File: config.mk
export PLATFORM = sky130hd
export DESIGN_NAME = dmem_bus_arbiter_flat
export DESIGN_NICKNAME = d
export VERILOG_FILES = /design/src/rtl/dmem_bus_arbiter_pkg.sv /design/src/rtl/dmem_bus_arbiter_if.sv /design/src/rtl/dmem_bus_arbiter_addr_decode.sv /design/src/rtl/dmem_bus_arbiter.sv /design/src/flat_wrapper.sv
export SDC_FILE = /design/constraint.sdc
export NUM_CORES = 1
export LEC_CHECK = 0
export ABC_AREA = 1
export BUFFER_PORTS_ARGS = -buffer_cell sky130_fd_sc_hd__buf_2
export CAP_MARGIN = 20
export CORE_AREA = 4 4 139 141
export CTS_BUF_LIST = sky130_fd_sc_hd__clkbuf_8 sky130_fd_sc_hd__clkbuf_16
export DETAILED_ROUTE_END_ITERATION = 8
export DIE_AREA = 0 0 143 145
export MAX_ROUTING_LAYER = met4
export SKIP_CTS_REPAIR_TIMING = 1
export SLEW_MARGIN = 40
export SYNTH_ARGS = -nofsm -noshare
export SYNTH_HDL_FRONTEND = slang
export SYNTH_SLANG_ARGS = --single-unit
File: constraint.sdc
create_clock -name clk -period 3.4 [get_ports clk]
set_input_delay 0.68 -clock clk [delete_from_list [all_inputs] [get_ports clk]]
set_output_delay 0.68 -clock clk [all_outputs]
set_load 0.01 [all_outputs]
File: src/rtl/dmem_bus_arbiter_pkg.sv
// Shared types and constants for the data-memory/IO bus arbiter.
// Used by the arbiter, its address decoder, top-level glue and the bench.
package dmem_bus_pkg;

  localparam int unsigned DMEM_WORDS_DEFAULT = 1024;
  localparam logic [31:0] IO_BASE_DEFAULT    = 32'hFFFF_FFF0;
  // Bits that must match IO_BASE for an address to fall in the 16-word IO window
  localparam logic [31:0] IO_WIN_MASK        = 32'hFFFF_FFF0;

  typedef enum logic [1:0] {
    IDLE   = 2'd0,
    ACCESS = 2'd1,
    RESP   = 2'd2
  } state_e;

  typedef enum logic [1:0] {
    TGT_MEM  = 2'd0,
    TGT_IO   = 2'd1,
    TGT_NONE = 2'd2
  } target_e;

  // True when addr lies inside the IO window anchored at base
  function automatic logic in_io_window(input logic [31:0] addr, input logic [31:0] base);
    return ((addr & IO_WIN_MASK) == (base & IO_WIN_MASK));
  endfunction

endpackage

File: src/rtl/dmem_bus_arbiter_if.sv
// Requester-side bus bundle: one instance per master (M0 = CPU data port,
// M1 = debug/program loader). The requester holds req/we/addr/wdata stable
// until ack; ack/err/rdata come back from the arbiter.
interface dmem_bus_arbiter_if;
  logic        req;
  logic        we;
  logic [31:0] addr;
  logic [31:0] wdata;
  logic        ack;
  logic        err;
  logic [31:0] rdata;

  modport master (output req, we, addr, wdata, input ack, err, rdata);
  modport slave  (input req, we, addr, wdata, output ack, err, rdata);
endinterface

File: src/rtl/dmem_bus_arbiter_addr_decode.sv
// Combinational address classifier: IO window takes precedence, then the
// DataMem range [0, DMEM_WORDS), everything else decodes to no target.
module dmem_addr_decode
  import dmem_bus_pkg::*;
#(
  parameter int unsigned DMEM_WORDS = DMEM_WORDS_DEFAULT,
  parameter logic [31:0] IO_BASE    = IO_BASE_DEFAULT
) (
  input  logic [31:0] addr,
  output target_e     target
);

  // Classify the word address into MEM, IO or NONE
  always_comb begin
    target = TGT_NONE;
    if (in_io_window(addr, IO_BASE)) begin
      target = TGT_IO;
    end else if (addr < 32'(DMEM_WORDS)) begin
      target = TGT_MEM;
    end else begin
      target = TGT_NONE;
    end
  end

endmodule

File: src/rtl/dmem_bus_arbiter.sv
// Two-master arbiter for the shared DataMem/iobuffer bus.
// Each transaction occupies IDLE -> ACCESS -> RESP (three cycles): the grant
// and request fields are latched in IDLE, the write strobe is driven for the
// single ACCESS cycle, and the one-cycle ack goes to the winner in RESP.
// Build option: define DMEM_ARB_RR_EN for round-robin tie breaking; without
// it M0 wins every tie.
module dmem_bus_arbiter
  import dmem_bus_pkg::*;
#(
  parameter int unsigned DMEM_WORDS = DMEM_WORDS_DEFAULT,
  parameter logic [31:0] IO_BASE    = IO_BASE_DEFAULT
) (
  input  logic                     clk,
  input  logic                     rst,
  dmem_bus_arbiter_if.slave        m0,
  dmem_bus_arbiter_if.slave        m1,
  output logic [31:0]              mem_addr,
  output logic [31:0]              mem_wdata,
  output logic                     mem_we,
  input  logic [31:0]              mem_rdata,
  output logic [1:0]               io_addr,
  output logic [31:0]              io_wdata,
  output logic                     io_we,
  input  logic [31:0]              io_rdata,
  output logic                     busy,
  output logic                     gnt_id
);

  state_e      state_r, state_next_s;
  logic        win_s;
  logic [31:0] sel_addr_s, sel_wdata_s;
  logic        sel_we_s;
  target_e     sel_tgt_s;

  logic [31:0] addr_r, addr_next_s;
  logic [31:0] wdata_r, wdata_next_s;
  logic        we_r, we_next_s;
  target_e     tgt_r, tgt_next_s;
  logic        gnt_r, gnt_next_s;
  logic        mem_we_r, mem_we_next_s;
  logic        io_we_r, io_we_next_s;
  logic        m0_ack_r, m0_ack_next_s;
  logic        m1_ack_r, m1_ack_next_s;
  logic        m0_err_r, m0_err_next_s;
  logic        m1_err_r, m1_err_next_s;
  logic        busy_r, busy_next_s;
  logic [31:0] rdata_s, m0_rdata_s, m1_rdata_s;

`ifdef DMEM_ARB_RR_EN
  // Master granted most recently; resets to M1 so M0 wins the first tie
  logic        last_r;
`endif

  // Choose which master would be granted if the FSM grants this cycle
  always_comb begin
    win_s = 1'b0;
    if (m0.req && m1.req) begin
`ifdef DMEM_ARB_RR_EN
      win_s = ~last_r;
`else
      win_s = 1'b0;
`endif
    end else if (m1.req) begin
      win_s = 1'b1;
    end else begin
      win_s = 1'b0;
    end
  end

  assign sel_addr_s  = win_s ? m1.addr  : m0.addr;
  assign sel_wdata_s = win_s ? m1.wdata : m0.wdata;
  assign sel_we_s    = win_s ? m1.we    : m0.we;

  dmem_addr_decode #(
    .DMEM_WORDS (DMEM_WORDS),
    .IO_BASE    (IO_BASE)
  ) u_decode (
    .addr   (sel_addr_s),
    .target (sel_tgt_s)
  );

  // Next-state and next-output logic; every output below is registered
  always_comb begin
    state_next_s  = state_r;
    addr_next_s   = addr_r;
    wdata_next_s  = wdata_r;
    we_next_s     = we_r;
    tgt_next_s    = tgt_r;
    gnt_next_s    = gnt_r;
    mem_we_next_s = 1'b0;
    io_we_next_s  = 1'b0;
    m0_ack_next_s = 1'b0;
    m1_ack_next_s = 1'b0;
    m0_err_next_s = 1'b0;
    m1_err_next_s = 1'b0;
    busy_next_s   = 1'b0;
    case (state_r)
      IDLE: begin
        if (m0.req || m1.req) begin
          state_next_s  = ACCESS;
          addr_next_s   = sel_addr_s;
          wdata_next_s  = sel_wdata_s;
          we_next_s     = sel_we_s;
          tgt_next_s    = sel_tgt_s;
          gnt_next_s    = win_s;
          mem_we_next_s = sel_we_s & (sel_tgt_s == TGT_MEM);
          io_we_next_s  = sel_we_s & (sel_tgt_s == TGT_IO);
          busy_next_s   = 1'b1;
        end else begin
          state_next_s  = IDLE;
        end
      end
      ACCESS: begin
        state_next_s = RESP;
        busy_next_s  = 1'b1;
        if (gnt_r) begin
          m1_ack_next_s = 1'b1;
          m1_err_next_s = (tgt_r == TGT_NONE);
        end else begin
          m0_ack_next_s = 1'b1;
          m0_err_next_s = (tgt_r == TGT_NONE);
        end
      end
      RESP: begin
        // Requests are ignored here; the requester drops req after ack
        state_next_s = IDLE;
      end
      default: begin
        state_next_s = IDLE;
      end
    endcase
  end

  // State and output registers; async reset aborts any transaction in flight
  always_ff @(posedge clk or posedge rst) begin
    if (rst) begin
      state_r  <= IDLE;
      addr_r   <= 32'h0000_0000;
      wdata_r  <= 32'h0000_0000;
      we_r     <= 1'b0;
      tgt_r    <= TGT_NONE;
      gnt_r    <= 1'b0;
      mem_we_r <= 1'b0;
      io_we_r  <= 1'b0;
      m0_ack_r <= 1'b0;
      m1_ack_r <= 1'b0;
      m0_err_r <= 1'b0;
      m1_err_r <= 1'b0;
      busy_r   <= 1'b0;
    end else begin
      state_r  <= state_next_s;
      addr_r   <= addr_next_s;
      wdata_r  <= wdata_next_s;
      we_r     <= we_next_s;
      tgt_r    <= tgt_next_s;
      gnt_r    <= gnt_next_s;
      mem_we_r <= mem_we_next_s;
      io_we_r  <= io_we_next_s;
      m0_ack_r <= m0_ack_next_s;
      m1_ack_r <= m1_ack_next_s;
      m0_err_r <= m0_err_next_s;
      m1_err_r <= m1_err_next_s;
      busy_r   <= busy_next_s;
    end
  end

`ifdef DMEM_ARB_RR_EN
  // Remember the last granted master; moves only when a grant is made
  always_ff @(posedge clk or posedge rst) begin
    if (rst) begin
      last_r <= 1'b1;
    end else if (state_r == IDLE && (m0.req || m1.req)) begin
      last_r <= win_s;
    end else begin
      last_r <= last_r;
    end
  end
`endif

  // Steer the target's synchronous read data to the winner during RESP
  always_comb begin
    rdata_s    = 32'h0000_0000;
    m0_rdata_s = 32'h0000_0000;
    m1_rdata_s = 32'h0000_0000;
    if (state_r == RESP && !we_r) begin
      case (tgt_r)
        TGT_MEM: rdata_s = mem_rdata;
        TGT_IO:  rdata_s = io_rdata;
        default: rdata_s = 32'h0000_0000;
      endcase
    end else begin
      rdata_s = 32'h0000_0000;
    end
    if (gnt_r) begin
      m1_rdata_s = rdata_s;
    end else begin
      m0_rdata_s = rdata_s;
    end
  end

  assign m0.ack    = m0_ack_r;
  assign m0.err    = m0_err_r;
  assign m0.rdata  = m0_rdata_s;
  assign m1.ack    = m1_ack_r;
  assign m1.err    = m1_err_r;
  assign m1.rdata  = m1_rdata_s;
  assign mem_addr  = addr_r;
  assign mem_wdata = wdata_r;
  assign mem_we    = mem_we_r;
  assign io_addr   = addr_r[1:0];
  assign io_wdata  = wdata_r;
  assign io_we     = io_we_r;
  assign busy      = busy_r;
  assign gnt_id    = gnt_r;

endmodule

File: src/flat_wrapper.sv
// flat-port wrapper written by rule: the top's interface ports become plain ports
module dmem_bus_arbiter_flat import dmem_bus_pkg::*;
#(
  parameter int unsigned DMEM_WORDS = DMEM_WORDS_DEFAULT,
  parameter logic [31:0] IO_BASE    = IO_BASE_DEFAULT
)
  (clk, rst, mem_addr, mem_wdata, mem_we, mem_rdata, io_addr, io_wdata, io_we, io_rdata, busy, gnt_id, m0_req, m0_we, m0_addr, m0_wdata, m0_ack, m0_err, m0_rdata, m1_req, m1_we, m1_addr, m1_wdata, m1_ack, m1_err, m1_rdata);
  dmem_bus_arbiter_if m0_i ();
  dmem_bus_arbiter_if m1_i ();
  input  logic clk;
  input  logic rst;
  output logic [31:0] mem_addr;
  output logic [31:0] mem_wdata;
  output logic mem_we;
  input  logic [31:0] mem_rdata;
  output logic [1:0] io_addr;
  output logic [31:0] io_wdata;
  output logic io_we;
  input  logic [31:0] io_rdata;
  output logic busy;
  output logic gnt_id;
  input wire logic [$bits(m0_i.req)-1:0] m0_req;
  input wire logic [$bits(m0_i.we)-1:0] m0_we;
  input wire logic [$bits(m0_i.addr)-1:0] m0_addr;
  input wire logic [$bits(m0_i.wdata)-1:0] m0_wdata;
  output wire logic [$bits(m0_i.ack)-1:0] m0_ack;
  output wire logic [$bits(m0_i.err)-1:0] m0_err;
  output wire logic [$bits(m0_i.rdata)-1:0] m0_rdata;
  input wire logic [$bits(m1_i.req)-1:0] m1_req;
  input wire logic [$bits(m1_i.we)-1:0] m1_we;
  input wire logic [$bits(m1_i.addr)-1:0] m1_addr;
  input wire logic [$bits(m1_i.wdata)-1:0] m1_wdata;
  output wire logic [$bits(m1_i.ack)-1:0] m1_ack;
  output wire logic [$bits(m1_i.err)-1:0] m1_err;
  output wire logic [$bits(m1_i.rdata)-1:0] m1_rdata;
  assign m0_i.req = m0_req;
  assign m0_i.we = m0_we;
  assign m0_i.addr = m0_addr;
  assign m0_i.wdata = m0_wdata;
  assign m0_ack = m0_i.ack;
  assign m0_err = m0_i.err;
  assign m0_rdata = m0_i.rdata;
  assign m1_i.req = m1_req;
  assign m1_i.we = m1_we;
  assign m1_i.addr = m1_addr;
  assign m1_i.wdata = m1_wdata;
  assign m1_ack = m1_i.ack;
  assign m1_err = m1_i.err;
  assign m1_rdata = m1_i.rdata;
  dmem_bus_arbiter #(.DMEM_WORDS(DMEM_WORDS), .IO_BASE(IO_BASE)) u_core (.clk(clk), .rst(rst), .m0(m0_i), .m1(m1_i), .mem_addr(mem_addr), .mem_wdata(mem_wdata), .mem_we(mem_we), .mem_rdata(mem_rdata), .io_addr(io_addr), .io_wdata(io_wdata), .io_we(io_we), .io_rdata(io_rdata), .busy(busy), .gnt_id(gnt_id));
endmodule
== Word level (Yosys, flattened, before mapping) ==
Index checks and enable logic that the tools add are counted.
Word-level totals
  memories: 0
  output and inout bits: 170
  memory bits (writable): 0
  logic and storage cells: 57
  latch bits: 0
  memory bits (read-only): 0
  bits in registers: 77
Cells by class
  magnitude comparators: 1
  reduce and logical (&&, ||, !) cells: 8
  div/mod/pow operators: 0
  equal/unequal tests: 6
  bitwise logic cells: 2
  add/sub/neg operators: 0
  mux-type cells: 27
  multipliers: 0
  shift operators: 0
Operators with widths (number)
  two-way mux 32 bit: 5
  case mux 32 bit (2 select lines): 1
  less-than comparator 32 x 11 -> 1 bit (second input constant): 1
  == test 28 bit (second input constant): 1
  two-way mux 1 bit: 17
  == test 2 x 1 -> 1 bit (second input constant): 3
  logical NOT 2 bit: 3
  == test 2 bit (second input constant): 2
  two-way mux 2 bit: 2
  case mux 2 bit (2 select lines): 1
  bitwise AND 1 bit: 2
  logical AND 1 bit: 2
  case mux 1 bit (2 select lines): 1
  AND reduction 2 bit: 1
  logical NOT 1 bit: 1
  logical OR 1 bit: 1

== Longest topological paths before layout ==
Gate-level depths: netlist of run 1.
  depth after elaboration: 10
  mapped depth: 12

== Modules after synthesis ==
From an unflattened synthesis of run 1, not the netlist that was laid out.
Unflattened totals
  cell total of the unflattened synthesis: 832
  area, all modules: 5109.9 um^2
By module, submodules not included
  dmem_bus_arbiter: cells an instance 784, area each 4918.5 um^2, sequential area each 1928.1 um^2, times used 1
  dmem_addr_decode: cells an instance 48, area each 191.4 um^2, sequential area each 0.0 um^2, times used 1

== Worst setup path before layout of run 1 ==
No wires, ideal clock.
  path kind: register to output
  start point: register u_core.tgt_r[0]
  end point: output m0_rdata[22]
  path slack: 1449 ps
  cell stages (with the launch flop): 8
  arrival: 1271 ps
  required time: 2720 ps
  path through: dfrtp_1 clkbuf_1 inv_1 clkbuf_1 nand3_1 nand2_1 nand2_1 nor2_1
On the way
  cells in the longest elaborated chain, start to end: 4
  elaborated cells on any way between the ends: 5
  classes of those cells: eq/ne (1); mux (3); reduce/logical (1)
Ends and longest elaborated chain
  start, declared: RTL line dmem_bus_arbiter.sv:38  | target_e tgt_r, tgt_next_s;
  start signal, assigned: RTL line dmem_bus_arbiter.sv:155  | tgt_r <= tgt_next_s;
  == test 2 x 1 -> 1 bit / logical NOT 2 bit (equally long branches): RTL line dmem_bus_arbiter.sv:186  | case (tgt_r)
  case mux 32 bit (2 select lines) (*): RTL line dmem_bus_arbiter.sv:186
  two-way mux 32 bit (*): RTL line dmem_bus_arbiter.sv:185  | if (state_r == RESP && !we_r) begin
  two-way mux 32 bit (*): RTL line dmem_bus_arbiter.sv:194  | if (gnt_r) begin
  end, declared: RTL line flat_wrapper.sv:28  | output wire logic [$bits(m0_i.rdata)-1:0] m0_rdata;
Mark *: on every way between the ends. The rest lies on a longest branch, timed or not.

== Final worst setup path of run 1 ==
  start point: register u_core.tgt_r[1]
  end point: output m0_rdata[31]
The elaborated chain is that of the path after synthesis.

==> metrics, run 1 <==
outcome=complete, no violations; CORE AREA=17960 µm²; num rows=49; part of the power in registers=30.6%; initial antenna violation count=2; FFs w/ async S/R, synth=100.0%; grt ovf=0; area grow syn2layout=42.27%; final slew viol count=0; Initial Util=27.35%; Net Sw Power=2.473 mW; Slew headroom=52.29%; Setup CP Type=reg2out; CTS buffer count=9; Setup-failing EPs final=0; type of origin of the critical path=register; Yosys reg bits=77; RSZ-0062 raised after global routing=false; synth warn=0; die height=between 100 and 150 µm; pin count of the biggest net entering global routing=59; achievable clock frequency=~370 MHz; first-pass GRT wire length=31.44 mm; CP max FO=34; min Tclk post-route=2.684 ns; Hold Fails Final Rpt=0; dpl cell area=6696 µm²; leakage power=3.869 nW; register area share after synthesis=39.24%; CTS tree=built; peak supply drop=0.4461 mV; Iteration-0 DRC Markers=317; syn_area_per_cell=6.569 µm²; switch share=45.46%; wire per inst=15.79 µm; top-count cell post-synth=nand2_1; final setup margin=0.7160 ns; Post-synth EDFFs=0; worst slew pin tran=roughly 0.71 ns; vias in the first global route=about 5700; Hold/Removal Path Class=in2async; clk_skew=0.009804 ns; Antenna Violating Nets Remaining=0; Clk pwr share=between 10% and 20%; worst-case clock buffer depth=2; period utilization=78.94%; Comb power frac=about 52%; # DRC=0; Cell Pwr Density=between 700 and 800 nW/µm²; Final Cell Area=6990 µm²; top cells by area, synth=dfrtp_1 39%, nand2_1 18%, nor2_1 12%; vias=5968; clock sink count=77; Post-Synthesis Cell Area=slightly below 5000 µm²; Synth Flop Type=dfrtp_1; Ports=368; WP data arrival=roughly 2 ns; post-synth top area share=38.71%; synth cell count leaders=239 x nand2_1, 163 x nor2_1, 88 x nand3_1; critical path data required time=between 2 and 3 ns; Die W=143 µm; H-tree depth=3; Port Buf Inserts=367; Max-Cap Viols=0; DP Wirelength=16.25 mm; Synth Net Count=946; drt pass-1 iters=5; Routed WL=about 20 mm; placer congestion estimate=about 0.85; vias per inst=~4.6; dpl ws=0.6790 ns; Syn Inst Count=748; die area=a little over 20000 µm²; Reg2Reg Depth=6; critical path capture point type=output port; Pint=slightly below 3 mW; CTS clk-pin slew, worst paths=0.06 ns; All-Layer GR Usage=19.59%; # nets final=1255; post-synth top area cell=dfrtp_1; count of cell types in the netlist=23; Setup TNS Final=0 ns; clock root buffer=clkbuf_16; worst skew pair latency=between 0.3 and 0.4 ns; layout cells sized above 1=38.74%
## placed cells by master, fill, tap and decap left out, drive strengths merged
| cell type | Yosys | routed |
|---|---|---|
| a21oi | 2 | 2 |
| a31oi | 60 | 60 |
| buf | 62 | 384 |
| bufinv | 0 | 1 |
| clkbuf | 24 | 9 |
| clkinv | 1 | 5 |
| dfrtp | 76 | 76 |
| dfstp | 1 | 1 |
| diode | 0 | 2 |
| inv | 16 | 17 |
| mux2i | 1 | 1 |
| nand2 | 240 | 240 |
| nand3 | 88 | 88 |
| nand4 | 1 | 1 |
| nor2 | 164 | 164 |
| nor3 | 2 | 2 |
| o21ai | 9 | 9 |
| or2 | 1 | 1 |
## per-layer routing
metal | part of all wire [%] | vias up | GRT usage (%) | routed length [µm]
met5 | 0 | - | - | 0
met4 | 1.8 | 0 | 5.181 | 368
met3 | 6.8 | 27 | 4.212 | 1377
met2 | 49 | 240 | 32.80 | 10050
met1 | 42 | 2698 | 23.88 | 8602
li1 | - | 3003 | - | -
## final cells by class
| type | count | area [µm²] |
|---|---|---|
| Fill cell | 1982 | 10970 |
| Multi-Input combinational cell | 568 | 2436 |
| Timing Repair Buffer | 384 | 1977 |
| Sequential cell | 77 | 1928 |
| Tap cell | 229 | 286.5 |
| Clock buffer | 9 | 225.2 |
| Inverter | 17 | 70.07 |
| Clock inverter | 6 | 62.56 |
| Antenna cell | 2 | 5.005 |
## kinds of logic (layout without fill, tap and decap cells)
group                  Yosys count  after routing  share of synthesized area (%)
AND/OR/NAND/NOR                496            496                          40.39
flip-flops                      77             77                          39.24
multiplexers                     1              1                         0.2037
AO/OA/AOI/OAI                   71             71                          8.836
other                            0              2                              0
buffers and inverters          103            416                          11.33
## worst max-delay path, stage by stage (launching register included)
cell	delay, ns
dfstp_2	0.39
inv_2	0.38
buf_4	0.34
nand3_1	0.10
nand2_1	0.09
nand2_1	0.07
nor2_1	0.14
buf_2	0.15
## worst paths after layout
path | startpoint | endpoint | slack [ns]
worst min-delay path | rst | u_core.io_wdata[30] | 0.40
max in group asynchronous | rst | u_core.tgt_r[1] | 2.27
worst min register to register | u_core.mem_addr[11] | u_core.mem_addr[11] | 0.48
worst max-delay path | u_core.tgt_r[1] | m0_rdata[31] | 0.72
worst max register to register | u_core.state_r[1] | u_core.mem_addr[22] | 1.69
min in group clk | u_core.mem_addr[11] | u_core.mem_addr[11] | 0.48
## power groups by stage
stage | combinational, mW | clock, mW | sequential (mW)
floorplan | 1.74 | 0 | 1.82
global placement | 2.85 | 0 | 1.67
detailed placement | 2.86 | 0 | 1.68
CTS | 2.87 | 0.969 | 1.67
global route | 3.13 | 1.01 | 1.73
finish | 2.82 | 0.949 | 1.67
## per-stage QoR
step | total power, mW | util [%] | instances | hold slack, ns
2_1_floorplan | 3.557 | - | 748 | 0.4372
3_3_place_gp | 4.524 | 37.27 | 1275 | 0.4699
3_5_place_dp | 4.542 | 37.28 | 1275 | 0.4709
4_1_cts | 5.506 | 38.88 | 1290 | 0.4835
5_1_grt | 5.870 | 38.91 | 1292 | 0.4410
6_report | 5.439 | 38.91 | 1292 | 0.4007
## sequential cells by signal, summed over array words and instances (netlist names)
signal	cells
u_core.busy	1
u_core.gnt_id	1
u_core.io_wdata	32
u_core.io_we	1
u_core.m0.ack	1
u_core.m0.err	1
u_core.m1.ack	1
u_core.m1.err	1
u_core.mem_addr	32
u_core.mem_we	1
u_core.state_r	2
u_core.tgt_r	2
u_core.we_r	1
(Power assumes the default switching activity.)
==> run 2, diff against run 1 <==
==> constraint.sdc (replaced) <==
create_clock -name clk -period 2.3 [get_ports clk]
set_input_delay 0.46 -clock clk [delete_from_list [all_inputs] [get_ports clk]]
set_output_delay 0.46 -clock clk [all_outputs]
set_load 0.01 [all_outputs]
==> run 2 against run 1 <==
Effect of this change: largest cell class unchanged; core utilization up 0.45 points; flip-flop and latch count unchanged; clock skew down 0.0022 ns; combinational power up 51%; count of clock-buffer cells in the layout unchanged; critical path depth unchanged; critical path type unchanged; wire length up 0.83%; via count down 0.90%; critical endpoint unchanged.
==> metrics, run 2 (synthesis gave the netlist of run 1 again) <==
Fillers=approximately 2000; Final Cell Area=~7100 µm²; Net Sw Power=~3.7 mW; min Tclk post-route=2.127 ns; peak supply drop=roughly 0.52 mV; Iteration-0 DRC Markers=273; wire per inst=15.91 µm; first-pass GRT wire length=about 31 mm; worst skew pair latency=between 0.3 and 0.4 ns; # DRC=0; All-Layer GR Usage=19.50%; # nets final=1256; Initial Util=27.35%; Fin Hold WS=0.2217 ns; leakage power=3.898 nW; Slowest cell on crit path=dfrtp_1; critical path data required time=1.84 ns; num rows=49; final slew viol count=0; Antenna Violating Nets Remaining=0; CP dominant cell by count=nand2_1; CORE AREA=17960 µm²; most common cell after layout, fill and taps aside=buf_2; crit-path cells=inv_1, nand2_1, nor2_2, buf_6, nand2_1, nor2_1, buf_2; clock sink count=77; Hold/Removal Path Class=in2async; period utilization=92.50%; switch share=about 45%; Pint=4.449 mW; CTS buffer count=9; Hold Fails Final Rpt=0; Ports=around 370; Critical Path Source=u_core.state_r[0]; type of origin of the critical path=register; die area=20740 µm²; most frequent cells in the layout=367 x buf_2, 239 x nand2_1, 162 x nor2_1; WP data arrival=1.67 ns; Setup TNS Final=0 ns; grt ovf=0; dpl cell area=6746 µm²; drt pass-1 iters=5; vias in the first global route=5665; Slew headroom=53.24%; Die W=roughly 140 µm; critical path capture point type=output port; clk_skew=0.007597 ns; clock root buffer=clkbuf_16; Worst path max stage delay=0.36 ns; Setup CP Type=reg2out; die height=~150 µm; Cell Pwr Density=1150 nW/µm²; Setup-failing EPs final=0; placer congestion estimate=0.8438; r2r startpoint=u_core.state_r[1]; Routed WL=20.57 mm; outcome=complete, no violations; Max-Cap Viols=0; area grow syn2layout=43.93%; initial antenna violation count=1; achievable clock frequency=470.1 MHz; part of the power in registers=30.2%; vias per inst=4.574; layout cells sized above 1=38.66%; vias=5914; fin util=39.37%; DP Wirelength=about 16 mm; Port Buf Inserts=between 300 and 400; worst slew pin tran=approximately 0.7 ns; CTS tree=built; pin count of the biggest net entering global routing=approximately 100; CP max FO=32; worst-case clock buffer depth=2; H-tree depth=3; CTS clk-pin slew, worst paths=0.07 ns; RSZ-0062 raised after global routing=false; Comb power frac=52.2%; Clk pwr share=between 10% and 20%
[run 2: metrics by stage]
stage / power (mW) / setup slack, ns / std cells
floorplan: 5.259 / 0.5686 / 748
global placement: 6.687 / 0.2885 / 1275
detailed placement: 6.723 / 0.2472 / 1275
CTS: 8.186 / 0.06852 / 1291
global route: 8.802 / 0.03196 / 1293
finish: 8.133 / 0.1726 / 1293
[run 2: worst paths after layout]
path / to / slack (ns) / depth (start not counted)
min in group clk: u_core.io_wdata[9] / 0.37 / 3
hold reg to reg: u_core.mem_addr[11] / 0.49 / 2
hold / removal: u_core.io_wdata[16] / 0.22 / 2
setup / recovery: m0_rdata[31] / 0.17 / 7
setup reg to reg: u_core.io_wdata[25] / 0.89 / 6
max in group asynchronous: u_core.tgt_r[1] / 1.45 / 3
[run 2: layer usage]
metal  wire, µm  global-route usage [%]  vias up  part of all wire [%]
met4        531                   6.036        0                   2.6
met2       9910                   31.25      240                    48
met3       1397                   4.014       33                   6.8
li1           -                       -     3002                     -
met1       8731                   24.70     2639                    42
met5          0                       -        -                     0
[run 2: power groups by stage]
stage	Sequential, mW	Clock, mW	Combinational [mW]
6_report	2.45	1.43	4.25
5_1_grt	2.55	1.54	4.71
4_1_cts	2.46	1.47	4.25
3_5_place_dp	2.47	0	4.25
3_3_place_gp	2.45	0	4.23
2_1_floorplan	2.69	0	2.57
[run 2: worst max-delay path, delay by kind of cell, from the launching register on]
family,cells,cell delay (ns)
buffers and inverters,3,0.52
AND/OR/NAND/NOR,4,0.43
flip-flops,1,0.36
[run 2: final cells by class]
| class | count | area [µm²] | share of cell area, % |
|---|---|---|---|
| multi-input combinational | 568 | 2436 | 34.45 |
| timing repair buffer | 385 | 2056 | 29.07 |
| sequential | 77 | 1928 | 27.26 |
| tap | 229 | 286.5 | 4.052 |
| clock buffer | 9 | 225.2 | 3.185 |
| inverter | 17 | 71.32 | 1.008 |
| clock inverter | 7 | 66.31 | 0.9377 |
| antenna | 1 | 2.502 | 0.03539 |
